==> src/rtl/cpu_pkg.sv <==
// -----------------------------------------------------------------------------
// cpu_pkg
// Shared definitions for the multicycle RISC processor front end:
//   - instruction-class codes driven on func (FUNC_R/I/J/S)
//   - opcode ranges that map imem_rdata[15:12] onto those classes
//   - pc_sel encodings (PCSEL_INC/JREL/ABS/HOLD)
//   - fetch-unit FSM state type and state constants
//   - opcode_class(): opcode -> instruction class
// -----------------------------------------------------------------------------
package cpu_pkg;

    // Instruction class codes seen by the decoder
    localparam logic [1:0] FUNC_R = 2'b00;
    localparam logic [1:0] FUNC_I = 2'b01;
    localparam logic [1:0] FUNC_J = 2'b10;
    localparam logic [1:0] FUNC_S = 2'b11;

    // Last opcode of each class; opcodes above OPC_J_LAST are S-class
    localparam logic [3:0] OPC_R_LAST = 4'd3;
    localparam logic [3:0] OPC_I_LAST = 4'd9;
    localparam logic [3:0] OPC_J_LAST = 4'd12;

    // PC source select for pc_load
    localparam logic [1:0] PCSEL_INC  = 2'b00;
    localparam logic [1:0] PCSEL_JREL = 2'b01;
    localparam logic [1:0] PCSEL_ABS  = 2'b10;
    localparam logic [1:0] PCSEL_HOLD = 2'b11;

    // Fetch FSM state
    typedef logic [1:0] ifu_state_t;
    localparam ifu_state_t ST_IDLE  = 2'd0;
    localparam ifu_state_t ST_WAIT  = 2'd1;
    localparam ifu_state_t ST_KILL  = 2'd2;
    localparam ifu_state_t ST_FAULT = 2'd3;

    function automatic logic [1:0] opcode_class(input logic [3:0] opc);
        logic [1:0] cls;
        if (opc <= OPC_R_LAST)
            cls = FUNC_R;
        else if (opc <= OPC_I_LAST)
            cls = FUNC_I;
        else if (opc <= OPC_J_LAST)
            cls = FUNC_J;
        else
            cls = FUNC_S;
        return cls;
    endfunction

endpackage

==> src/rtl/instr_fetch_unit_if.sv <==
// -----------------------------------------------------------------------------
// instr_fetch_unit_if
// Request/valid bus between the fetch unit and instruction memory.
//   imem_req    fetch unit -> memory   request, held until imem_valid is seen
//   imem_addr   fetch unit -> memory   word address (ADDR_W bits)
//   imem_rdata  memory -> fetch unit   16-bit instruction word
//   imem_valid  memory -> fetch unit   response strobe
// Modports: master (fetch unit side), slave (memory side).
// -----------------------------------------------------------------------------
interface instr_fetch_unit_if #(
    parameter int ADDR_W = 16
);
    logic              imem_req;
    logic [ADDR_W-1:0] imem_addr;
    logic [15:0]       imem_rdata;
    logic              imem_valid;

    modport master (
        output imem_req,
        output imem_addr,
        input  imem_rdata,
        input  imem_valid
    );

    modport slave (
        input  imem_req,
        input  imem_addr,
        output imem_rdata,
        output imem_valid
    );
endinterface

==> src/rtl/pc_next_calc.sv <==
// -----------------------------------------------------------------------------
// pc_next_calc
// Combinational next-PC selection.
//   pc_base    in  ADDR_W  PC the update is relative to
//   pc_sel     in  2       INC: base+1, JREL: base+sext(offset), ABS: pc_target,
//                          HOLD: base
//   offset     in  12      two's-complement jump offset (instr[11:0])
//   pc_target  in  ADDR_W  absolute target
//   pc_next    out ADDR_W  selected PC, modulo 2^ADDR_W
// -----------------------------------------------------------------------------
module pc_next_calc
    import cpu_pkg::*;
#(
    parameter int ADDR_W = 16
) (
    input  logic [ADDR_W-1:0] pc_base,
    input  logic [1:0]        pc_sel,
    input  logic [11:0]       offset,
    input  logic [ADDR_W-1:0] pc_target,
    output logic [ADDR_W-1:0] pc_next
);

    logic signed [11:0]       off_s;
    logic signed [ADDR_W-1:0] off_ext;

    assign off_s   = offset;
    // Signed source, so the size cast sign-extends
    assign off_ext = ADDR_W'(off_s);

    always_comb begin
        pc_next = pc_base;
        case (pc_sel)
            PCSEL_INC:  pc_next = pc_base + ADDR_W'(1);
            PCSEL_JREL: pc_next = pc_base + $unsigned(off_ext);
            PCSEL_ABS:  pc_next = pc_target;
            default:    pc_next = pc_base;
        endcase
    end

endmodule

==> src/rtl/instr_fetch_unit.sv <==
// -----------------------------------------------------------------------------
// instr_fetch_unit
// Fetch stage: owns the PC, runs the request/valid handshake with instruction
// memory and latches the fetched word into the instruction register.
//
// Ports:
//   clk, rst_n     clock; synchronous active-low reset
//   fetch_en       pulse: start a fetch at pc (ignored outside IDLE)
//   pc_load        pulse: update pc according to pc_sel
//   pc_sel         INC / JREL / ABS / HOLD
//   pc_target      absolute target for PCSEL_ABS
//   imem           instr_fetch_unit_if.master (req/addr out, rdata/valid in)
//   instr, func    instruction register and its class code
//   pc             current PC
//   ir_valid       instr/func hold a fetched, non-discarded word
//   busy           a memory access is outstanding (WAIT or KILL)
//   fetch_fault    sticky memory-timeout flag
//
// Optional feature: define IFU_TIMEOUT_EN to add a wait counter that moves the
// FSM to FAULT after TIMEOUT_CYCLES consecutive request cycles without
// imem_valid. Without it fetch_fault is constant 0 and the FSM waits forever.
// -----------------------------------------------------------------------------
module instr_fetch_unit
    import cpu_pkg::*;
#(
    parameter int                ADDR_W         = 16,
    parameter logic [ADDR_W-1:0] RESET_PC       = '0,
    parameter int                TIMEOUT_CYCLES = 15
) (
    input  logic                      clk,
    input  logic                      rst_n,
    input  logic                      fetch_en,
    input  logic                      pc_load,
    input  logic [1:0]                pc_sel,
    input  logic [ADDR_W-1:0]         pc_target,
    instr_fetch_unit_if.master        imem,
    output logic [15:0]               instr,
    output logic [1:0]                func,
    output logic [ADDR_W-1:0]         pc,
    output logic                      ir_valid,
    output logic                      busy,
    output logic                      fetch_fault
);

    ifu_state_t        state;
    logic [ADDR_W-1:0] redir_pc;
    logic [ADDR_W-1:0] pc_base;
    logic [ADDR_W-1:0] pc_next;
    logic              fetch_pend;
    logic              fetch_go;
    logic              timeout;

    // A second redirect while a kill is pending builds on the already recorded
    // target rather than on the PC of the access being drained.
    assign pc_base = (state == ST_KILL) ? redir_pc : pc;

    pc_next_calc #(
        .ADDR_W (ADDR_W)
    ) u_pc_next (
        .pc_base   (pc_base),
        .pc_sel    (pc_sel),
        .offset    (instr[11:0]),
        .pc_target (pc_target),
        .pc_next   (pc_next)
    );

    // fetch_pend carries a fetch_en that arrived together with pc_load, so the
    // request goes out one cycle later with the updated PC.
    assign fetch_go = fetch_en | fetch_pend;

    assign busy           = (state == ST_WAIT) || (state == ST_KILL);
    assign imem.imem_req  = busy;
    // pc is frozen while an access is outstanding, so the address is stable
    assign imem.imem_addr = pc;

`ifdef IFU_TIMEOUT_EN
    localparam int TO_W = $clog2(TIMEOUT_CYCLES + 1);

    logic [TO_W-1:0] wait_cnt;

    always_ff @(posedge clk) begin
        if (!rst_n)
            wait_cnt <= '0;
        else if (busy && !imem.imem_valid)
            wait_cnt <= wait_cnt + TO_W'(1);
        else
            wait_cnt <= '0;
    end

    // Fires on the last of TIMEOUT_CYCLES consecutive empty request cycles
    assign timeout     = busy && !imem.imem_valid &&
                         (wait_cnt == TO_W'(TIMEOUT_CYCLES - 1));
    assign fetch_fault = (state == ST_FAULT);
`else
    logic unused_timeout_cfg;
    assign unused_timeout_cfg = ^TIMEOUT_CYCLES;
    assign timeout            = 1'b0;
    assign fetch_fault        = 1'b0;
`endif

    always_ff @(posedge clk) begin
        if (!rst_n) begin
            state      <= ST_IDLE;
            pc         <= RESET_PC;
            redir_pc   <= RESET_PC;
            instr      <= '0;
            func       <= FUNC_R;
            ir_valid   <= 1'b0;
            fetch_pend <= 1'b0;
        end else begin
            case (state)
                ST_IDLE: begin
                    if (pc_load)
                        pc <= pc_next;
                    if (fetch_go) begin
                        ir_valid <= 1'b0;
                        if (pc_load) begin
                            fetch_pend <= 1'b1;
                        end else begin
                            fetch_pend <= 1'b0;
                            state      <= ST_WAIT;
                        end
                    end
                end

                ST_WAIT: begin
                    if (imem.imem_valid) begin
                        state <= ST_IDLE;
                        if (pc_load) begin
                            // Redirect coincides with the response: drop the word
                            pc <= pc_next;
                        end else begin
                            instr    <= imem.imem_rdata;
                            func     <= opcode_class(imem.imem_rdata[15:12]);
                            pc       <= pc + ADDR_W'(1);
                            ir_valid <= 1'b1;
                        end
                    end else if (timeout) begin
                        state <= ST_FAULT;
                    end else if (pc_load) begin
                        redir_pc <= pc_next;
                        state    <= ST_KILL;
                    end
                end

                ST_KILL: begin
                    if (imem.imem_valid) begin
                        state <= ST_IDLE;
                        pc    <= pc_load ? pc_next : redir_pc;
                    end else if (timeout) begin
                        state <= ST_FAULT;
                    end else if (pc_load) begin
                        redir_pc <= pc_next;
                    end
                end

                default: begin
                    // FAULT: only reset leaves this state
                    state <= ST_FAULT;
                end
            endcase
        end
    end

endmodule

==> src/flat_wrapper.sv <==
// flat-port wrapper written by rule: the top's interface ports become plain ports
module instr_fetch_unit_flat import cpu_pkg::*;
#(
    parameter int                ADDR_W         = 16,
    parameter logic [ADDR_W-1:0] RESET_PC       = '0,
    parameter int                TIMEOUT_CYCLES = 15
)
  (clk, rst_n, fetch_en, pc_load, pc_sel, pc_target, instr, func, pc, ir_valid, busy, fetch_fault, imem_imem_req, imem_imem_addr, imem_imem_rdata, imem_imem_valid);
  instr_fetch_unit_if #(.ADDR_W(ADDR_W)) imem_i ();
  input  logic clk;
  input  logic rst_n;
  input  logic fetch_en;
  input  logic pc_load;
  input  logic [1:0] pc_sel;
  input  logic [ADDR_W-1:0] pc_target;
  output logic [15:0] instr;
  output logic [1:0] func;
  output logic [ADDR_W-1:0] pc;
  output logic ir_valid;
  output logic busy;
  output logic fetch_fault;
  output wire logic [$bits(imem_i.imem_req)-1:0] imem_imem_req;
  output wire logic [$bits(imem_i.imem_addr)-1:0] imem_imem_addr;
  input wire logic [$bits(imem_i.imem_rdata)-1:0] imem_imem_rdata;
  input wire logic [$bits(imem_i.imem_valid)-1:0] imem_imem_valid;
  assign imem_imem_req = imem_i.imem_req;
  assign imem_imem_addr = imem_i.imem_addr;
  assign imem_i.imem_rdata = imem_imem_rdata;
  assign imem_i.imem_valid = imem_imem_valid;
  instr_fetch_unit #(.ADDR_W(ADDR_W), .RESET_PC(RESET_PC), .TIMEOUT_CYCLES(TIMEOUT_CYCLES)) u_core (.clk(clk), .rst_n(rst_n), .fetch_en(fetch_en), .pc_load(pc_load), .pc_sel(pc_sel), .pc_target(pc_target), .imem(imem_i), .instr(instr), .func(func), .pc(pc), .ir_valid(ir_valid), .busy(busy), .fetch_fault(fetch_fault));
endmodule
==> config.mk <==
export PLATFORM = sky130hd
export DESIGN_NAME = instr_fetch_unit_flat
export DESIGN_NICKNAME = d
export VERILOG_FILES = /design/src/rtl/cpu_pkg.sv /design/src/rtl/instr_fetch_unit_if.sv /design/src/rtl/pc_next_calc.sv /design/src/rtl/instr_fetch_unit.sv /design/src/flat_wrapper.sv
export SDC_FILE = /design/constraint.sdc
export NUM_CORES = 1
export LEC_CHECK = 0
export ABC_CLOCK_PERIOD_IN_PS = 4300
export BUFFER_PORTS_ARGS = -buffer_cell sky130_fd_sc_hd__buf_2
export CAP_MARGIN = 20
export CORE_MARGIN = 2
export CORE_UTILIZATION = 55
export CTS_BUF_LIST = sky130_fd_sc_hd__clkbuf_8 sky130_fd_sc_hd__clkbuf_16
export DETAILED_ROUTE_END_ITERATION = 8
export PLACE_DENSITY = 0.87
export SLEW_MARGIN = 0
export SYNTH_ARGS = -nofsm -noshare
export SYNTH_HDL_FRONTEND = slang
export SYNTH_SLANG_ARGS = --single-unit
==> constraint.sdc <==
create_clock -name clk -period 4.3 [get_ports clk]
set_clock_uncertainty 0.15 [all_clocks]
set_input_delay 0.86 -clock clk [delete_from_list [all_inputs] [get_ports clk]]
set_output_delay 0.86 -clock clk [all_outputs]
set_load 0.03 [all_outputs]
---- Word level (Yosys, flattened, before mapping) ----
Index checks and enable logic that the tools add are counted.
operators by class
  add/sub/neg operators ................... 3
  magnitude comparators ................... 3
  equal/unequal tests ..................... 11
  mux-type cells .......................... 22
  bitwise gates (word level) .............. 3
  reductions and logical operators ........ 12
operators with widths
  operator                                                                 number
  16-bit 2-to-1 mux                                                        6
  16-bit case mux with 3 select lines                                      2
  16-bit by 1-bit adder with 16-bit output, second input constant          2
  16-bit adder                                                             1
  2-bit 2-to-1 mux                                                         7
  4-bit AND reduction                                                      3
  2-bit inequality test, second input constant                             5
  4-bit <= comparator, second input constant                               2
  2-bit case mux with 3 select lines                                       1
  1-bit 2-to-1 mux                                                         5
  2-bit by 1-bit == test with 1-bit output, second input constant          2
  2-bit == test, second input constant                                     2
  4-bit by 2-bit <= comparator with 1-bit output, second input constant    1
  2-bit logical NOT                                                        2
  2-bit AND reduction                                                      2
  3-bit inequality test, second input constant                             1
  3-bit AND reduction                                                      1
  3-bit nonzero test                                                       1
  2-bit by 1-bit inequality test with 1-bit output, second input constant  1
  1-bit NOT                                                                2
  1-bit case mux with 2 select lines                                       1
  2-bit nonzero test                                                       1
  2-bit OR reduction                                                       1
  1-bit logical OR                                                         1
  1-bit bitwise OR                                                         1
storage, ports and cells
  bits in registers ....................... 54
  bits of input ports ..................... 39

---- Longest topological paths before layout ----
  depth after elaboration ................. 7
  gate-level depth with buffers ........... 14

---- Hierarchy ----
Synthesis repeated with hierarchy kept, for this count alone.
unflattened totals
  cells, all modules ...................... 584
  area total of the unflattened synthesis .. 4,414.2 um^2
modules (own cells, without submodules)
  module            times used  cells an instance  area each (um^2)
  instr_fetch_unit  1           400                3,139.3
  pc_next_calc      1           184                1,275.0

---- Worst setup path before layout ----
No wires, ideal clock.
  kind .................................... input to register
  from .................................... input port pc_sel[1]
  to ...................................... register u_core.pc[14], in the netlist u_core.imem.imem_addr[14]
  setup time .............................. 0.117 ns
  arrival time ............................ 3.604 ns
  path slack .............................. 0.429 ns
  cell stages on the path ................. 13
  cells stage by stage .................... buf_2 > clkbuf_1 > clkbuf_1 > clkbuf_1 > nor3_1 > ha_1 > a21o_1 > nand2_1 > o21ai_0 > a21o_1 > o21ai_0 > mux2_2 > a32o_1
between the ends
  longest elaborated chain between the ends .. 5
  elaborated cells between the ends (all ways) .. 10
  classes of those cells .................. eq/ne (2); mux (7); reduce/logical (1)
RTL lines
  item                                         line                                              RTL
  start: declaration                           flat_wrapper.sv:14                                input logic [1:0] pc_sel;
  2-bit == test (tied with other cells)        pc_next_calc.sv:32                                case (pc_sel)
  16-bit case mux with 3 select lines *        pc_next_calc.sv:32
  16-bit 2-to-1 mux, on equally long branches  instr_fetch_unit.sv:113, instr_fetch_unit.sv:129
  16-bit 2-to-1 mux, on equally long branches  instr_fetch_unit.sv:147, instr_fetch_unit.sv:127
  16-bit case mux with 3 select lines *        instr_fetch_unit.sv:111                           case (state)
  end signal: assignment                       instr_fetch_unit.sv:114                           pc <= pc_next;
  end signal: assignment                       instr_fetch_unit.sv:131                           pc <= pc_next;
  end signal: assignment                       instr_fetch_unit.sv:149                           pc <= pc_load ? pc_next : redir_pc;
  end: declaration                             instr_fetch_unit.sv:39                            output logic [ADDR_W-1:0] pc,
Mark *: on every way between the ends. The rest lies on a longest branch, timed or not. The select of a mux whose other input is x is not followed.
A chain may end at the register's enable or synchronous reset.

---- Final worst setup path ----
  from .................................... register u_core.state[0]
  to ...................................... register u_core.pc[10], in the netlist u_core.imem.imem_addr[10]
between the ends
  longest elaborated chain between the ends .. 7
  elaborated cells between the ends (all ways) .. 18
  classes of those cells .................. add/sub (2); eq/ne (5); mux (8); reduce/logical (3)
RTL lines
  item                                                                      line                                              RTL
  start: declaration                                                        instr_fetch_unit.sv:45                            ifu_state_t state;
  start signal: assignment                                                  instr_fetch_unit.sv:103                           state <= ST_IDLE;
  start signal: assignment                                                  instr_fetch_unit.sv:121                           state <= ST_WAIT;
  start signal: assignment                                                  instr_fetch_unit.sv:128                           state <= ST_IDLE;
  2-bit == test                                                             instr_fetch_unit.sv:55, instr_fetch_unit.sv:111
  16-bit 2-to-1 mux                                                         instr_fetch_unit.sv:55                            assign pc_base = (state == ST_KILL) ? redir_pc : pc;
  16-bit adder or 16-bit by 1-bit adder with 16-bit output (tied branches)  pc_next_calc.sv:34, pc_next_calc.sv:33
  16-bit case mux with 3 select lines                                       pc_next_calc.sv:32
  16-bit 2-to-1 mux, on equally long branches                               instr_fetch_unit.sv:113, instr_fetch_unit.sv:129
  16-bit 2-to-1 mux, on equally long branches                               instr_fetch_unit.sv:147, instr_fetch_unit.sv:127
  16-bit case mux with 3 select lines                                       instr_fetch_unit.sv:111
Parallel ways exist; a longest one is shown, timed or not. The select of a mux whose other input is x is not followed.

==> out/results.txt <==
The run finished with clean final reports. STA classifies the critical path startpoint as a flip-flop. In this run the tool buffered the top-level ports with 91 buffer cells.

For the maximum vdd drop, the log shows 0.230 mV. The mapped netlist covers 0.00454 mm². Required time reported for the critical path endpoint: 4320 ps.

The tools report the post-synthesis sequential area ratio as 0.238. Detailed placement finished with a half-perimeter wire length of 9.35 mm. The logs give 0 for the final count of pins violating max slew and 0.00899 mm² for the area of the die. The overall die height works out to 94.8 µm.

After detailed routing, the total wire length is 12.6 mm. The clock reaches the later pin of the worst-skew pair after 310 ps. The min-delay analysis places its worst path in the category flip-flop to flip-flop.

The tools report the floorplan core area as 0.00809 mm². Net count of the mapped netlist: 660. The hold-fix buffer count after cts was 0. The detail route stage leaves a number of antenna-violating nets equal to 0. Initial antenna violation count: 0.

In the final routed layout, each cell accounts on average for 16.6 µm. 93 I/O pins were placed. After the last flow step, the layout net total stands at 712. The first global-routing pass estimated 20.8 mm of wire. For the post-route DRC violation count, the log shows 0. CTS buffer count: 5. Setup total negative slack on the finished layout was measured at 0 ps. The width of the die works out to 94.8 µm. The count of flip-flops with a built-in enable after synthesis works out to 0. The share of synthesized flip-flops with an asynchronous set or reset is 0, and the count of H-tree levels built during CTS is 2.

No sink is reached through more buffers than the 2 on the longest clock path. Each instance of the synthesized netlist takes up on average 7.56 µm². For the pin with the worst max-slew slack, the measured transition is 860 ps. Final-report hold violation count: 0. Count of distinct cell types in the synthesized netlist: 72.

For this design the static power due to leakage is 2.29 nW. The run gives 0 as the count of antenna diodes in the layout. Final period demand of the worst path: 3760 ps. Along the worst path, the maximum fanout reaches 9. The number of global-route vias before repair came out at 4187. The number of gates resized after cts was 0.

Entering global routing, the biggest net connects 38 pins. The number of vias per cell came out at 6.08. The fraction of layout instances using a drive strength above 1 was 0.217; the share of the clock period used by the worst path was 0.874. The flip-flop cell with the highest count after synthesis was dfxtp_1.

Classification of the worst setup path: flip-flop to flip-flop. Setup violations remaining at the end of the flow were counted as 0. Clock tree synthesis found a total of 54 sinks. The detailed router placed 4605 vias in this run. The logs give 0 for the remaining global-route overflow and 33 for the number of cell rows. For this run, the number of Yosys warnings is 0. Once the clock tree was built, the setup fixing pass inserted 0 buffers. Synthesis produced a netlist whose cell count is 600. Dividing total power by cell area gives a power density of 586 mW/mm². The library cell used as clock root buffer was clkbuf_8. Compared with the post-synthesis result, the final layout area differs by 10.7%. The worst slew slack as a fraction of its limit was 0.425.

Data arrives at the worst endpoint at 3780 ps. The max-capacitance violation count was 0. For the post-route core utilization, the log shows 0.620. The achievable frequency was 266 MHz; the count of TritonRoute iterations in the first routing pass was 5. The total track usage was 0.286; the register bit count reported by yosys was 54. The worst setup path is captured at a flip-flop. At the end of routability-driven placement, the weighted congestion stood at 0.982. Setup repair after global routing left no endpoint under its margin.

The initial cell density of the core is 0.561, and the clock-pin slew of the registers on the worst-case setup and hold paths is 110 ps. TritonCTS built the clock tree. The logs give 352 for the count of routing violations after the opening detailed-route iteration and 313 ps for the minimum hold slack.
==> metrics by stage <==
| stage | std cells | total power [mW] | worst slack, ps | area, µm² |
|---|---|---|---|---|
| 4_1_cts | 758 | 2.91 | 609 | 5020 |
| 3_5_place_dp | 750 | 2.58 | 523 | 4920 |
| 3_3_place_gp | 750 | 2.52 | 588 | 4920 |
| 6_report | 758 | 2.94 | 542 | 5020 |
| 2_1_floorplan | 600 | 2.20 | 429 | 4540 |
| 5_1_grt | 758 | 3.13 | 406 | 5020 |
==> synth_stat cells, types with 9 or more instances <==
library cell / n / area, µm²
o21ai_0: 51 / 255
xnor2_1: 14 / 123
o211ai_1: 12 / 90.1
dfxtp_1: 54 / 1080
nor3_1: 10 / 50.1
clkbuf_1: 30 / 113
a21oi_1: 45 / 225
a31oi_1: 14 / 87.6
a21o_1: 12 / 90.1
mux2_2: 11 / 124
mux2i_1: 20 / 200
nand3_1: 15 / 75.1
buf_4: 18 / 135
nor2b_1: 11 / 68.8
and2_1: 9 / 56.3
nor2_1: 48 / 180
inv_1: 19 / 71.3
nand2_1: 79 / 297
ha_1: 20 / 250
==> report_power, final <==
group	internal (mW)	leakage (nW)	switching, mW
Clock	0.148	0.0544	0.182
Sequential	0.614	0.439	0.171
Combinational	0.657	1.80	1.17
==> path summary, 6_finish.rpt <==
check,to,depth (start not counted),slack [ps],from
worst max-delay path,u_core.imem.imem_addr[10]$_SDFFE_PN0P_,13,540,u_core.state[0]$_SDFFE_PN0P_
worst min-delay path,u_core.instr[14]$_SDFFE_PN0P_,2,310,u_core.instr[14]$_SDFFE_PN0P_
worst max register to register,u_core.imem.imem_addr[10]$_SDFFE_PN0P_,13,540,u_core.state[0]$_SDFFE_PN0P_
worst min register to register,u_core.instr[14]$_SDFFE_PN0P_,2,310,u_core.instr[14]$_SDFFE_PN0P_
==> state kept, by name (all words and copies together), names as in the netlist <==
signal and count:
u_core.state 2, u_core.fetch_pend 1, u_core.imem.imem_addr 16, u_core.func 2, u_core.instr 16, u_core.redir_pc 16
u_core.ir_valid 1
==> cells in the final DEF (no fill, tap or decap), drive strengths merged, types with 3 or more instances in the layout <==
cell     n
o211ai  12
o21a     4
nor2    48
dfxtp   54
nand4    3
a211o    5
nor3    10
xor2     9
ha      20
nand3b   3
o21ai   52
mux2    13
a22o     4
a211oi   9
a21oi   46
buf     99
nand2   79
inv     23
nand2b   3
xnor2   15
mux2i   24
and3     6
and2     9
clkbuf   7
a31oi   14
nand3   15
nor2b   11
a21o    12
==> critical path, stage by stage, from the launching register on <==
cell	delay, ps
dfxtp_1	360
inv_1	110
ha_1	260
buf_4	230
mux2i_1	260
inv_1	70
ha_1	230
fa_1	440
o211ai_1	120
nand2_1	150
a211oi_1	370
nor2_1	100
a311oi_1	550
a41oi_1	200
==> logic make-up (layout without fill, tap and decap cells) <==
family,Yosys count,in the layout,share of synthesized area
buf+inv,78,131,0.0816
mux,37,37,0.0960
fa+ha+maj,22,22,0.0621
simple gates,196,196,0.199
compound gates,188,188,0.273
xor+xnor,24,24,0.0496
other cells,1,1,0.000827
flops,54,54,0.238
==> routing by layer <==
metal	global-route usage	wire length, µm	vias up
met5	0	0	-
met4	0.0833	259	0
met3	0.0407	916	27
met2	0.461	5890	216
met1	0.399	5490	2142
li1	-	-	2220
==> final cells by class <==
type / count / area, µm²
fill: 775 / 3070
tap: 105 / 131
inverter: 24 / 90.1
clock buffer: 7 / 96.3
sequential: 54 / 1080
multi-input combinational: 468 / 3090
clock inverter: 1 / 8.76
timing repair buffer: 99 / 528
Power figures use the tool's default switching activity.
